--- config.mk ---
export PLATFORM = sky130hd
export DESIGN_NAME = irq_controller
export DESIGN_NICKNAME = d
export VERILOG_FILES = /design/src/rtl/irq_controller.sv
export SDC_FILE = /design/constraint.sdc
export NUM_CORES = 1
export LEC_CHECK = 0
export CAP_MARGIN = 0
export CELL_PAD_IN_SITES_DETAIL_PLACEMENT = 1
export CELL_PAD_IN_SITES_GLOBAL_PLACEMENT = 1
export CORE_MARGIN = 4
export CORE_UTILIZATION = 26
export CTS_CLUSTER_SIZE = 8
export DETAILED_ROUTE_END_ITERATION = 8
export GPL_TIMING_DRIVEN = 0
export HOLD_SLACK_MARGIN = 0.1
export PLACE_DENSITY = 0.95
export SYNTH_ARGS = -nofsm -noshare
export SYNTH_HDL_FRONTEND = slang
export SYNTH_SLANG_ARGS = --single-unit
--- constraint.sdc ---
create_clock -name clk -period 2.76 [get_ports clk]
set_input_delay 0.414 -clock clk [delete_from_list [all_inputs] [get_ports clk]]
set_output_delay 0.414 -clock clk [all_outputs]
set_load 0.01 [all_outputs]
--- src/rtl/irq_controller.sv ---
// Interrupt controller: per-source rising-edge latching, mask and fixed priority,
// and a request/ack/EOI handshake with the CPU, plus a small register port.
module irq_controller #(
    parameter int unsigned        NUM_SRC    = 4,
    parameter logic [NUM_SRC-1:0] RESET_MASK = 4'b0001,
    parameter int unsigned        ID_W       = 4
) (
    input  logic               clk,
    input  logic               clr,
    input  logic               global_int_en,
    input  logic [NUM_SRC-1:0] irq_src,
    input  logic               int_ack,
    input  logic               eoi,
    output logic               irq_pin,
    output logic [ID_W-1:0]    irq_id,
    input  logic [1:0]         bus_addr,
    input  logic               bus_we,
    input  logic               bus_re,
    input  logic [31:0]        bus_wdata,
    output logic [31:0]        bus_rdata
);

    typedef enum logic [1:0] {
        StIdle    = 2'd0,
        StReq     = 2'd1,
        StService = 2'd2
    } state_e;

    state_e             state_q, state_d;
    logic [NUM_SRC-1:0] pending_q, pending_d;
    logic [NUM_SRC-1:0] mask_q, mask_d;
    logic [NUM_SRC-1:0] prev_q;
    logic [ID_W-1:0]    irq_id_q, irq_id_d;
    logic [31:0]        rdata_q, rdata_d;

    logic [NUM_SRC-1:0] act;
    logic [ID_W-1:0]    winner;
    logic [NUM_SRC-1:0] set_bits, w1c_bits, ack_clr;
    logic               ack_take;
    logic               unused_wdata;

    assign unused_wdata = ^bus_wdata[31:NUM_SRC];

    assign act = pending_q & mask_q;

    // Lowest set index wins: scan downwards so the last hit is the lowest.
    always_comb begin
        winner = '0;
        for (int i = NUM_SRC - 1; i >= 0; i--) begin
            if (act[i]) begin
                winner = ID_W'(i);
            end
        end
    end

    always_ff @(posedge clk) begin
        if (clr) begin
            state_q   <= StIdle;
            pending_q <= '0;
            mask_q    <= RESET_MASK;
            prev_q    <= '0;
            irq_id_q  <= '0;
            rdata_q   <= '0;
        end else begin
            state_q   <= state_d;
            pending_q <= pending_d;
            mask_q    <= mask_d;
            prev_q    <= irq_src;
            irq_id_q  <= irq_id_d;
            rdata_q   <= rdata_d;
        end
    end

    always_comb begin
        state_d = state_q;
        case (state_q)
            StIdle: begin
                if (global_int_en && (|act)) begin
                    state_d = StReq;
                end
            end
            StReq: begin
                if (int_ack) begin
                    state_d = StService;
                end else if (!global_int_en || !(|act)) begin
                    state_d = StIdle;
                end
            end
            StService: begin
                if (eoi) begin
                    state_d = StIdle;
                end
            end
            default: state_d = StIdle;
        endcase
    end

    always_comb begin
        irq_pin   = (state_q == StReq);
        irq_id    = irq_id_q;
        bus_rdata = rdata_q;
    end

    // Id tracks the winner while requesting so a higher priority source preempts before ack.
    always_comb begin
        irq_id_d = irq_id_q;
        if (state_d == StReq) begin
            irq_id_d = winner;
        end
    end

    always_comb begin
        ack_take = (state_q == StReq) && int_ack;
        for (int i = 0; i < NUM_SRC; i++) begin
            ack_clr[i] = ack_take && (irq_id_q == ID_W'(i));
        end
        set_bits = irq_src & ~prev_q;
        if (bus_we && (bus_addr == 2'd3)) begin
            set_bits = set_bits | bus_wdata[NUM_SRC-1:0];
        end
        w1c_bits = '0;
        if (bus_we && (bus_addr == 2'd1)) begin
            w1c_bits = bus_wdata[NUM_SRC-1:0];
        end
        // Sets are applied after clears so an edge always survives a same-cycle clear.
        pending_d = (pending_q & ~(w1c_bits | ack_clr)) | set_bits;
    end

    always_comb begin
        mask_d = mask_q;
        if (bus_we && (bus_addr == 2'd0)) begin
            mask_d = bus_wdata[NUM_SRC-1:0];
        end
    end

    always_comb begin
        rdata_d = rdata_q;
        if (bus_re) begin
            rdata_d = '0;
            case (bus_addr)
                2'd0: rdata_d[NUM_SRC-1:0] = mask_q;
                2'd1: rdata_d[NUM_SRC-1:0] = pending_q;
                2'd2: begin
                    rdata_d[9:8]      = state_q;
                    rdata_d[ID_W-1:0] = irq_id_q;
                end
                default: rdata_d = '0;
            endcase
        end
    end

endmodule

# ---- Yosys cells after proc, flatten, opt, wreduce, memory -nomap -nowiden
# Cells that the tools add are included.
# Widths: inputs -> output; s select.
dict set report totals {
  reg_bits 24
  inputBits 45
  elab_cells 52
}
dict set report op_classes {
  n_eq_ne 9
  n_mux 13
  bitwise 8
  n_reduce_logical 16
}
# cell n
set op_table {}
lappend op_table {{$mux 4} 5}
lappend op_table {{$and 4x4->4} 3}
lappend op_table {{$mux 2} 6}
lappend op_table {{$or 4x4->4} 3}
lappend op_table {{$pmux 4 s3} 1}
lappend op_table {{$logic_and 1x1->1} 9}
lappend op_table {{$eq 4x2->1 const B} 2}
lappend op_table {{$not 4->4} 2}
lappend op_table {{$eq 2x1->1 const B} 3}
lappend op_table {{$eq 2x2->1 const B} 3}
lappend op_table {{$pmux 2 s3} 1}
lappend op_table {{$eq 4x1->1 const B} 1}
lappend op_table {{$logic_not 2->1} 2}
lappend op_table {{$logic_not 4->1} 1}
lappend op_table {{$reduce_or 4->1} 1}
lappend op_table {{$logic_not 1->1} 2}
lappend op_table {{$logic_or 1x1->1} 1}

# ---- Logic depth before layout (Yosys ltp)
dict set report logic_depth {
  word_depth 8
  mapped_depth 5
  ltp_nobuf 4
}

# ---- Worst setup path after synthesis
# Ideal clock, no wire load.
dict set report synth_timing {
  path_type {input port to flip-flop}
  start {input port bus_addr[1]}
  end {register mask_q[0]}
  setup_time_ps 120
  t_arrival_ps 1155
  slack_ps 1485
  path_stages 4
  n_path_buf 1
  cell_sequence {buf_4 -> nor3b_4 -> nor2b_1 -> a211o_1}
}
dict set report synth_between {
  elab_chain_cells 2
}
# element line_no
set synth_lines {}
lappend synth_lines {{start: declaration} 16} ;# input logic [1:0] bus_addr,
lappend synth_lines {{$logic_not 2->1} 131} ;# if (bus_we && (bus_addr == 2'd0)) begin
lappend synth_lines {{$logic_and 1x1->1} 131}
lappend synth_lines {{end signal: assignment} 67} ;# mask_q <= mask_d;
lappend synth_lines {{end: declaration} 31} ;# logic [NUM_SRC-1:0] mask_q, mask_d;
# Every way passes these cells.
# A chain may end at the register's enable or synchronous reset.

# ---- Worst setup path in the final report
dict set report layout_timing {
  start {register state_q[1]}
  end {output port irq_pin}
}
dict set report layout_between {
  elab_chain_cells 1
}
# element line_no
set layout_lines {}
lappend layout_lines {{start: declaration} 29} ;# state_e state_q, state_d;
lappend layout_lines {{start signal: assignment} 58} ;# state_q <= StIdle;
lappend layout_lines {{start signal: assignment} 65} ;# state_q <= state_d;
lappend layout_lines {{$eq 2x1->1} 99} ;# irq_pin = (state_q == StReq);
lappend layout_lines {{end: declaration} 14} ;# output logic irq_pin,
# Every way passes these cells.

==> flow_summary.ini <==
[floorplan]
rows = 24
initial_core_util_pct = 27.2
ioPinCount = 82
coreArea_sq_um = 4410
die-width_microns = 75.9
dieArea_sq_um = 5770
die_y_microns = 75.9

[placement]
portBuffers = 22
dpl.hpwl_mm = 2.24
gp_congestion = 0.743

[setup_path]
critPathMaxFanout = 4
worstSetupEndpointType = primary output
crit_path_start_kind = flop
critPathKind = reg -> out
crit_chain = and2b_1, clkdlybuf4s50_1
crit_path_top_delay_cell = clkdlybuf4s50_1
worst-path-buf-inv = 1
r2r_slack_ns = 1.50
crit_arrival_ns = 1.33
max_stage_delay_ns = 0.54
critPathTopFamily = buffers and inverters
crit_required_ns = 2.35

[synthesis]
ys_seq_area_share_pct = 36.7
yosys_warnings = 0
syn_avg_cell_area_sq_um = 8.82
synthDominantCellAreaShare_pct = 36.7
synth_cells = 136
synth_edf_count = 0
ys_types = 30
netlist_area_sq_um = 1200
synth_top_area_cell = dfxtp_1
synth_seq_cells = 22
synthMostInstantiatedCell = buf_4
ys.flop_type = dfxtp_1
async_reset_ff_share_pct = 0
synth_area_leaders = dfxtp_1 37%, buf_4 18%, mux2i_1 8.3%, a21oi_1 5.0%, nor2b_1 4.7%
ys_top_cells_by_count = 29 x buf_4, 22 x dfxtp_1, 12 x a21oi_1, 10 x mux2i_1, 10 x nor2_1

[cts]
clk_path_buf_depth = 2
postCtsSetupRepairBufs = 0
clkLatencyLatePin_ns = 0.26
ctsHoldBuffers = 0
ctsResizeCount = 0
htreeDepth = 1
cts_sinks = 22
clkTransAtPathRegs_ns = 0.07
cts-buffers-inserted = 3
cts_root_buf = clkbuf_8
cts_tree = yes

[final_layout]
drive_gt1_share_pct = 20.2
area_delta_synth_final_pct = 35.7
nets = 235
n_antenna_cell = 0

[status]
status = finished clean

[sta]
max_freq_mhz = 573
grt_setup_unrepaired = false
setup_viol = 0
fin_crit_ns = 1.74
slew_viol_final = 0
tns_ns = 0
hold_slack_ns = 0.473
fin_crit_sh_pct = 63.2
hold_viol_final = 0
clock-skew-final_ns = 0.000562

[route]
drt_iter0_drc = 42
vias_per_cell = 4.23
antenna_left = 0
drc_errors = 0
wl_mm = 2.70
wl_per_cell_microns = 11.2
vias = 1016
first_pass_iters = 3

[grt]
grt_overflow = 0
grt_util_all_layers_pct = 9.47
antenna_found_initial = 0
grt_pass1_vias = 1019
grt_max_degree = 12
grt_pass1_wl_mm = 4.62

[power_and_ir_drop]
vdd_drop_max_uv = 132
total_power_uw = 676
p_leak_uw = 0.000735
power_density_nw_per_um2 = 415

[worst_hold_path]
hp-class = reg -> reg

[flow_run]
max_cap_violations = 0
[worst min-delay path, stage by stage, from the launching register on]
cell and delay (ns):
dfxtp_1 0.31, nand2b_1 0.06, a21oi_1 0.05
[layout make-up]
cell class | instances | area [sq um]
fillers | 535 | 2790
flip-flops and latches | 22 | 440
repair buffers | 22 | 220
multi-input cells | 105 | 609
well taps | 52 | 65.1
inverters | 3 | 11.3
clock buffers | 3 | 41.3
plain buffers | 33 | 240
[where the power goes]
part,switching (uW),total [uW],internal (uW)
Sequential,10.8,342,332
Combinational,62.0,138,75.8
Clock,98.7,196,97.3
[layout by cell type (no fill, tap or decap), drive strengths merged, types with 2 or more instances in the layout]
| cell type | instances |
|---|---|
| clkdlybuf4s50 | 22 |
| buf | 30 |
| clkbuf | 6 |
| nor2b | 9 |
| a21oi | 12 |
| nor3 | 2 |
| a211o | 2 |
| o211a | 2 |
| a211oi | 2 |
| and2b | 2 |
| dfxtp | 22 |
| nand2b | 3 |
| o311ai | 3 |
| inv | 3 |
| nand3 | 2 |
| mux2i | 10 |
| nand2 | 9 |
| conb | 28 |
| nor2 | 10 |
[per-layer routing]
layer | vias to the layer above | global-route usage, % | wire length [microns]
li1 | 510 | - | -
met1 | 468 | 11.6 | 1170
met2 | 33 | 15.2 | 1300
met3 | 5 | 3.44 | 200
met4 | 0 | 3.20 | 36
met5 | - | 0 | 0
[logic make-up after synthesis]
group	synth area share (%)
AO/OA/AOI/OAI	14.7
buffers and inverters	21.0
flip-flops	36.7
multiplexers	8.34
other	0.313
AND/OR/NAND/NOR	19.0
[sequential cells by signal, summed over array words and instances (netlist names)]
| name | flops |
|---|---|
| bus_rdata | 6 |
| irq_id | 2 |
| mask_q | 4 |
| pending_q | 4 |
| prev_q | 4 |
| state_q | 2 |
[final timing paths]
check / start / to / depth (start not counted)
worst min-delay path: bus_rdata[8] / bus_rdata[8] / 2
worst max register to register: state_q[1] / pending_q[0] / 4
worst min register to register: bus_rdata[8] / bus_rdata[8] / 2
worst max-delay path: state_q[1] / irq_pin / 2
[metrics by stage]
stage | cell area [sq um] | utilization (%) | worst slack (ns) | instances
6_report | 1630 | 36.9 | 1.02 | 240
5_1_grt | 1630 | 36.9 | 0.942 | 240
4_1_cts | 1630 | 36.9 | 1.00 | 240
3_5_place_dp | 1590 | 35.9 | 0.959 | 237
3_3_place_gp | 1590 | 35.9 | 1.01 | 237
2_1_floorplan | 1300 | - | 1.48 | 163
(Power assumes the default switching activity.)
